--- src/rtl/vga_pkg.sv ---
// Shared definitions for the VGA test-pattern generator.
// Holds the 640x480@60 timing constants, derived line/frame totals, the
// timing-phase encoding exported on the debug outputs and the colour-bar table.
package vga_pkg;

    localparam int H_ACTIVE = 640;
    localparam int H_FP     = 16;
    localparam int H_SYNC   = 96;
    localparam int H_BP     = 48;
    localparam int H_TOTAL  = H_ACTIVE + H_FP + H_SYNC + H_BP;   // 800

    localparam int V_ACTIVE = 480;
    localparam int V_FP     = 10;
    localparam int V_SYNC   = 2;
    localparam int V_BP     = 33;
    localparam int V_TOTAL  = V_ACTIVE + V_FP + V_SYNC + V_BP;   // 525

    localparam int BAR_W    = 80;

    // Timing-phase code; values 4..7 are never produced
    typedef enum logic [2:0] {
        PH_ACTIVE = 3'd0,
        PH_FRONT  = 3'd1,
        PH_SYNC   = 3'd2,
        PH_BACK   = 3'd3
    } phase_e;

    // Colour bars packed as 24-bit {R,G,B}; bar 0 sits in the least significant slot
    localparam logic [8*24-1:0] BAR_LUT = {
        24'h000000,   // 7 black
        24'h0000FF,   // 6 blue
        24'hFF0000,   // 5 red
        24'hFF00FF,   // 4 magenta
        24'h00FF00,   // 3 green
        24'h00FFFF,   // 2 cyan
        24'hFFFF00,   // 1 yellow
        24'hFFFFFF    // 0 white
    };

    // Colour of one bar, {R,G,B}
    function automatic logic [23:0] bar_colour(input logic [2:0] bar);
        return BAR_LUT[24*int'(bar) +: 24];
    endfunction

endpackage

--- src/rtl/vga_axis_counter.sv ---
// One timing axis (horizontal or vertical) of the VGA raster.
// Counts 0..TOTAL-1 on each enabled cycle and reports which timing phase the
// count lies in. The phase is registered together with the count, so both
// always describe the same position.
// Ports:
//   clk, rst_n : clock and asynchronous active-low reset
//   en         : advance the count by one on this cycle
//   count      : current position on the axis
//   phase      : ACTIVE / FRONT / SYNC / BACK code for count
//   wrap       : high on the enabled cycle that takes count from TOTAL-1 to 0
module vga_axis_counter
    import vga_pkg::*;
#(
    parameter int ACTIVE = 640,
    parameter int FP     = 16,
    parameter int SYNC   = 96,
    parameter int BP     = 48,
    parameter int CW     = $clog2(ACTIVE + FP + SYNC + BP)
) (
    input  logic          clk,
    input  logic          rst_n,
    input  logic          en,
    output logic [CW-1:0] count,
    output phase_e        phase,
    output logic          wrap
);

    localparam int            TOTAL  = ACTIVE + FP + SYNC + BP;
    localparam logic [CW-1:0] LAST_C = CW'(TOTAL - 1);

    logic [CW-1:0] count_r;
    logic [CW-1:0] count_nxt_s;
    phase_e        phase_r;
    phase_e        phase_nxt_s;
    logic          last_s;

    // Phase boundaries are cumulative sums of the region widths
    function automatic phase_e phase_of(input logic [CW-1:0] c);
        if (int'(c) < ACTIVE) begin
            return PH_ACTIVE;
        end else if (int'(c) < ACTIVE + FP) begin
            return PH_FRONT;
        end else if (int'(c) < ACTIVE + FP + SYNC) begin
            return PH_SYNC;
        end else begin
            return PH_BACK;
        end
    endfunction

    // Next count (wrapping at TOTAL-1) and the phase that goes with it
    always_comb begin
        last_s      = (count_r == LAST_C);
        count_nxt_s = count_r;
        if (en) begin
            if (last_s) begin
                count_nxt_s = {CW{1'b0}};
            end else begin
                count_nxt_s = count_r + CW'(1);
            end
        end else begin
            count_nxt_s = count_r;
        end
        phase_nxt_s = phase_of(count_nxt_s);
    end

    // Count and phase registers
    always_ff @(posedge clk or negedge rst_n) begin
        if (!rst_n) begin
            count_r <= {CW{1'b0}};
            phase_r <= PH_ACTIVE;
        end else begin
            count_r <= count_nxt_s;
            phase_r <= phase_nxt_s;
        end
    end

    assign count = count_r;
    assign phase = phase_r;
    assign wrap  = en & last_s;

endmodule

--- src/rtl/vga_test_pattern.sv ---
// VGA bring-up block: 640x480@60 timing from the 50 MHz clock with an
// eight-bar colour pattern for an ADV7123-style DAC.
// The pixel clock is CLOCK_50/2. Every output except VGA_CLK and VGA_SYNC_N
// is registered on the CLOCK_50 edge where VGA_CLK falls, so the DAC sees
// stable data on the VGA_CLK rising edge; all of them lag the counters by one
// pixel step.
// Ports:
//   CLOCK_50, RESET_N     : 50 MHz clock, asynchronous active-low reset
//   VGA_R/G/B             : 8-bit colour data, forced to 0 while blanked
//   VGA_CLK               : 25 MHz pixel clock
//   VGA_SYNC_N            : sync-on-green control, tied low
//   VGA_BLANK_N           : high only inside the visible region
//   VGA_HS, VGA_VS        : active-low syncs
//   ohs, ovs              : horizontal / vertical timing-phase codes
module vga_test_pattern #(
    parameter int H_ACTIVE = vga_pkg::H_ACTIVE,
    parameter int H_FP     = vga_pkg::H_FP,
    parameter int H_SYNC   = vga_pkg::H_SYNC,
    parameter int H_BP     = vga_pkg::H_BP,
    parameter int V_ACTIVE = vga_pkg::V_ACTIVE,
    parameter int V_FP     = vga_pkg::V_FP,
    parameter int V_SYNC   = vga_pkg::V_SYNC,
    parameter int V_BP     = vga_pkg::V_BP,
    parameter int BAR_W    = vga_pkg::BAR_W
) (
    input  logic       CLOCK_50,
    input  logic       RESET_N,
    output logic [7:0] VGA_R,
    output logic [7:0] VGA_G,
    output logic [7:0] VGA_B,
    output logic       VGA_CLK,
    output logic       VGA_SYNC_N,
    output logic       VGA_BLANK_N,
    output logic       VGA_HS,
    output logic       VGA_VS,
    output logic [2:0] ohs,
    output logic [2:0] ovs
);

    import vga_pkg::*;

    localparam int HCW = $clog2(H_ACTIVE + H_FP + H_SYNC + H_BP);
    localparam int VCW = $clog2(V_ACTIVE + V_FP + V_SYNC + V_BP);

    logic           pix_clk_r;
    logic           step_s;
    logic [HCW-1:0] h_count_s;
    phase_e         h_phase_s;
    logic           h_wrap_s;
    logic [VCW-1:0] v_count_s;
    phase_e         v_phase_s;
    logic           v_wrap_s;
    logic           unused_s;

    logic [2:0]     bar_s;
    logic           hs_nxt_s;
    logic           vs_nxt_s;
    logic           blank_n_nxt_s;
    logic [23:0]    rgb_nxt_s;

    logic           hs_r;
    logic           vs_r;
    logic           blank_n_r;
    logic [23:0]    rgb_r;
    logic [2:0]     ohs_r;
    logic [2:0]     ovs_r;

    // Pixel-clock divider: toggles on every CLOCK_50 edge
    always_ff @(posedge CLOCK_50 or negedge RESET_N) begin
        if (!RESET_N) begin
            pix_clk_r <= 1'b0;
        end else begin
            pix_clk_r <= ~pix_clk_r;
        end
    end

    // A pixel step is the edge on which the pixel clock falls
    assign step_s = pix_clk_r;

    vga_axis_counter #(
        .ACTIVE (H_ACTIVE),
        .FP     (H_FP),
        .SYNC   (H_SYNC),
        .BP     (H_BP),
        .CW     (HCW)
    ) u_h_counter (
        .clk    (CLOCK_50),
        .rst_n  (RESET_N),
        .en     (step_s),
        .count  (h_count_s),
        .phase  (h_phase_s),
        .wrap   (h_wrap_s)
    );

    // Lines advance on the pixel step that ends a line
    vga_axis_counter #(
        .ACTIVE (V_ACTIVE),
        .FP     (V_FP),
        .SYNC   (V_SYNC),
        .BP     (V_BP),
        .CW     (VCW)
    ) u_v_counter (
        .clk    (CLOCK_50),
        .rst_n  (RESET_N),
        .en     (h_wrap_s),
        .count  (v_count_s),
        .phase  (v_phase_s),
        .wrap   (v_wrap_s)
    );

    // Only the vertical phase is needed; its count and wrap are left unused
    assign unused_s = ^{v_count_s, v_wrap_s};

    // Decode syncs, blanking and bar colour from the current raster position
    always_comb begin
        bar_s         = 3'(h_count_s / HCW'(BAR_W));
        hs_nxt_s      = (h_phase_s != PH_SYNC);
        vs_nxt_s      = (v_phase_s != PH_SYNC);
        blank_n_nxt_s = (h_phase_s == PH_ACTIVE) && (v_phase_s == PH_ACTIVE);
        if (blank_n_nxt_s) begin
            rgb_nxt_s = bar_colour(bar_s);
        end else begin
            rgb_nxt_s = 24'h000000;
        end
    end

    // Output registers, all updated together on the pixel step
    always_ff @(posedge CLOCK_50 or negedge RESET_N) begin
        if (!RESET_N) begin
            hs_r      <= 1'b1;
            vs_r      <= 1'b1;
            blank_n_r <= 1'b0;
            rgb_r     <= 24'h000000;
            ohs_r     <= 3'd0;
            ovs_r     <= 3'd0;
        end else if (step_s) begin
            hs_r      <= hs_nxt_s;
            vs_r      <= vs_nxt_s;
            blank_n_r <= blank_n_nxt_s;
            rgb_r     <= rgb_nxt_s;
            ohs_r     <= h_phase_s;
            ovs_r     <= v_phase_s;
        end
    end

    assign VGA_CLK     = pix_clk_r;
    assign VGA_SYNC_N  = 1'b0;
    assign VGA_BLANK_N = blank_n_r;
    assign VGA_HS      = hs_r;
    assign VGA_VS      = vs_r;
    assign VGA_R       = rgb_r[23:16];
    assign VGA_G       = rgb_r[15:8];
    assign VGA_B       = rgb_r[7:0];
    assign ohs         = ohs_r;
    assign ovs         = ovs_r;

endmodule

--- config.mk ---
export PLATFORM = sky130hd
export DESIGN_NAME = vga_test_pattern
export DESIGN_NICKNAME = d
export VERILOG_FILES = /design/src/rtl/vga_pkg.sv /design/src/rtl/vga_axis_counter.sv /design/src/rtl/vga_test_pattern.sv
export SDC_FILE = /design/constraint.sdc
export NUM_CORES = 1
export LEC_CHECK = 0
export ABC_AREA = 1
export CAP_MARGIN = 20
export CORE_ASPECT_RATIO = 2
export CORE_UTILIZATION = 50
export CTS_BUF_LIST = sky130_fd_sc_hd__clkbuf_8
export DETAILED_ROUTE_END_ITERATION = 10
export PLACE_DENSITY = 0.75
export SLEW_MARGIN = 20
export SYNTH_ARGS = -nofsm -noshare
export SYNTH_HDL_FRONTEND = slang
export SYNTH_SLANG_ARGS = --single-unit
--- constraint.sdc ---
create_clock -name CLOCK_50 -period 4.9 [get_ports CLOCK_50]
set_input_delay 0.98 -clock CLOCK_50 [delete_from_list [all_inputs] [get_ports CLOCK_50]]
set_output_delay 0.98 -clock CLOCK_50 [all_outputs]
set_load 0.005 [all_outputs]
==> impl_metrics.yaml <==
pwr:
  seq_power_share: 0.579
  powerDensity_nw_per_um2: 197
  power.leakage_nw: 1.21
  switching_share: 0.224
  peakVddDrop_uv: 237
  total_power_w: 0.000499
  p_switching_w: 0.000112
  pwr-share-comb: 0.015
  power.internal_w: 0.000387
  p_clk_frac: 0.407
die:
  start_util: 0.519
  die_x_um: 49.2
  die-area_um2: 4750
  die_h_um: 96.4
  ioPinCount: 37
  core_um2: 4300
  num_rows: 34
setup_path:
  cp_max_fo: 19
  end_kind: "primary output"
  regToRegStartpoint: "VGA_CLK"
  slowest_stage: "dfrtp_1"
  worst_ep_required_time_ns: 3.92
  r2r-end: "u_v_counter.phase[0]"
  rrSetupSlack_ns: 2.78
  path_cells: "clkdlybuf4s50_1"
  cp-start-kind: "flip-flop"
  reg2reg_depth: 9
  crit_type: "flip-flop to primary output"
  cpPeakStageDelay_ns: 0.71
  critPathBufInv: 1
  path_delay_family: "flip-flops"
  worstPathArrival_ns: 1.61
grt:
  grtUsageTotal: 0.224
  grt_pass1_vias: 1861
  grt_pass1_wl_um: 7870
  grt_max_degree: 36
  antenna_found_initial: 0
  grt_overflow: 0
clocking:
  clock-sinks: 35
  insertion_delay_ns: 0.29
  cts_buffers: 5
  clock-root-buffer: "clkbuf_8"
  post_cts_buffers: 0
  ctsResizeCount: 0
  htreeDepth: 2
  cts_hold_buf: 0
  cts_buffer_depth: 2
  path_clk_slew_ns: 0.07
  cts_tree: "done"
detailed_routing:
  antenna_left: 0
  detail_route.vias_per_cell: 5.04
  drtPass1Iterations: 4
  num_vias: 1912
  wl_per_cell_um: 12.2
  totalWireLength_um: 4620
  initialDrtViolationCount: 21
  drc: 0
timing:
  max_freq_mhz: 385
  max-slew-margin-rel: 0.615
  worst_pin_slew_ns: 0.578
  setup_viol: 0
  period_share: 0.529
  rsz0062_at_grt: "false"
  setup-tns-final_ns: 0
  min_period_ns: 2.59
  clock_skew_ns: 0.00223
  hold_viol_final: 0
  maxSlewViolCount: 0
logic_synthesis:
  yosys_warnings: 0
  netlist.top_cell.by_area: "dfrtp_1"
  synthArstFlopShare: 1.00
  synth.distinct_cells: 30
  synth_seq_cells: 35
  synthXorXnorAreaFrac: 0.0118
  netlist_area_um2: 2230
  synth-compound-area-share: 0.0527
  synthMuxAreaShare: 0
  synth_top_family_by_area: "simple AND/OR/NAND/NOR gates"
  avgSynthCellArea_um2: 7.24
  synth_edf_count: 0
  yosys.area_share.adder: 0.0224
  synth_seq_area_share: 0.394
  synth_flop_cell: "dfrtp_1"
  netlist_instances: 308
  synth-simple-area-share: 0.368
  synth_area_leaders: "dfrtp_1, nand2_1, buf_4"
  yosys.area.top_type_share: 0.370
final_layout:
  n_antenna_cell: 0
  fin_nets: 330
  final_common_cell: "nand2_1"
  mostFrequentLayoutCells: "nand2_1, inv_1, dfrtp_1, clkdlybuf4s50_1, nand3_1"
  drive_above_1_share: 0.0892
  syn2layout_area_growth_pct: 13.6
worst_hold_path:
  min_to: "VGA_HS"
  whs_path_depth: 1
  hold_path_class: "flip-flop to flip-flop"
  min-delay-start: "u_h_counter.phase[1]"
placement:
  dp_hpwl_um: 3600
  io_buffers: 33
  gp_congestion: 0.961
run:
  cap_viol_max_count: 0
outcome:
  outcome: "finished clean"
## worst max-delay path by stage
stage / startpoint / to / slack [ns] / cells after the start
2_1_floorplan: u_h_counter.count[0] / u_v_counter.phase[0] / 3.25 / 12
3_3_place_gp: VGA_CLK / VGA_CLK / 2.65 / 1
3_5_place_dp: VGA_CLK / VGA_CLK / 2.63 / 1
4_1_cts: VGA_CLK / VGA_CLK / 2.30 / 1
5_1_grt: VGA_CLK / VGA_CLK / 2.23 / 1
6_report: VGA_CLK / VGA_CLK / 2.31 / 1
## cell families after synthesis
logic type | Yosys count
buffers and inverters | 64
AOI/OAI and AO/OA | 20
and+or+nand+nor | 181
adders and majority gates | 4
DFF | 35
xor gates and xnor gates | 3
other | 1
## state kept, by name, indices dropped and copies added (netlist names)
name               flops
VGA_CLK                1
VGA_BLANK_N            1
VGA_VS                 1
u_v_counter.count     10
VGA_HS                 1
u_v_counter.phase      2
rgb_r                  3
ohs                    2
u_h_counter.phase      2
u_h_counter.count     10
ovs                    2
## power groups by stage
| stage | clock network [W] | registers [W] | logic (W) |
|---|---|---|---|
| final | 0.000203 | 0.000289 | 0.00000727 |
| after global routing | 0.000221 | 0.000289 | 0.00000893 |
| after CTS | 0.000211 | 0.000289 | 0.00000775 |
| after detailed placement | 0 | 0.000294 | 0.00000779 |
| after global placement | 0 | 0.000294 | 0.00000760 |
| after floorplan | 0 | 0.000294 | 0.00000224 |
## cells in the mapped netlist (2+ instances only)
master,number
nand2_1,94
dfrtp_1,33
inv_1,33
nand3_1,32
nor2_1,29
buf_4,25
o21ai_0,9
nand4_1,7
nand2_2,6
ha_1,4
inv_2,4
and2_1,3
nor2_4,3
o21bai_1,3
a21oi_1,2
a31oi_1,2
dfstp_2,2
nor3_1,2
o21ai_1,2
o21ai_2,2
xor2_1,2
## layer usage
| layer | routed length [µm] | share of wire | GRT usage | up-vias |
|---|---|---|---|---|
| li1 | - | - | - | 972 |
| met1 | 1700 | 0.37 | 0.205 | 874 |
| met2 | 2550 | 0.55 | 0.427 | 49 |
| met3 | 111 | 0.024 | 0.0297 | 17 |
| met4 | 257 | 0.056 | 0.181 | 0 |
| met5 | 0 | 0 | 0 | - |
## per-stage QoR
stage	std cells	util	hold WS (ns)	cell area (µm²)	setup slack, ns
detailed placement	371	0.570	0.450	2450	2.63
global placement	371	0.570	0.438	2450	2.65
floorplan	310	-	0.409	2240	3.25
CTS	379	0.589	0.460	2530	2.30
finish	379	0.589	0.462	2530	2.31
global route	379	0.589	0.485	2530	2.23
## area by class of cell
type                    count  area [µm²]
well taps                  54        67.6
flip-flops and latches     35         878
fillers                   393        1760
clock inverters             3        16.3
multi-input cells         211        1020
inverters                  37         139
clock buffers               5        68.8
repair buffers             34         338
Power figures use the tool's default switching activity.
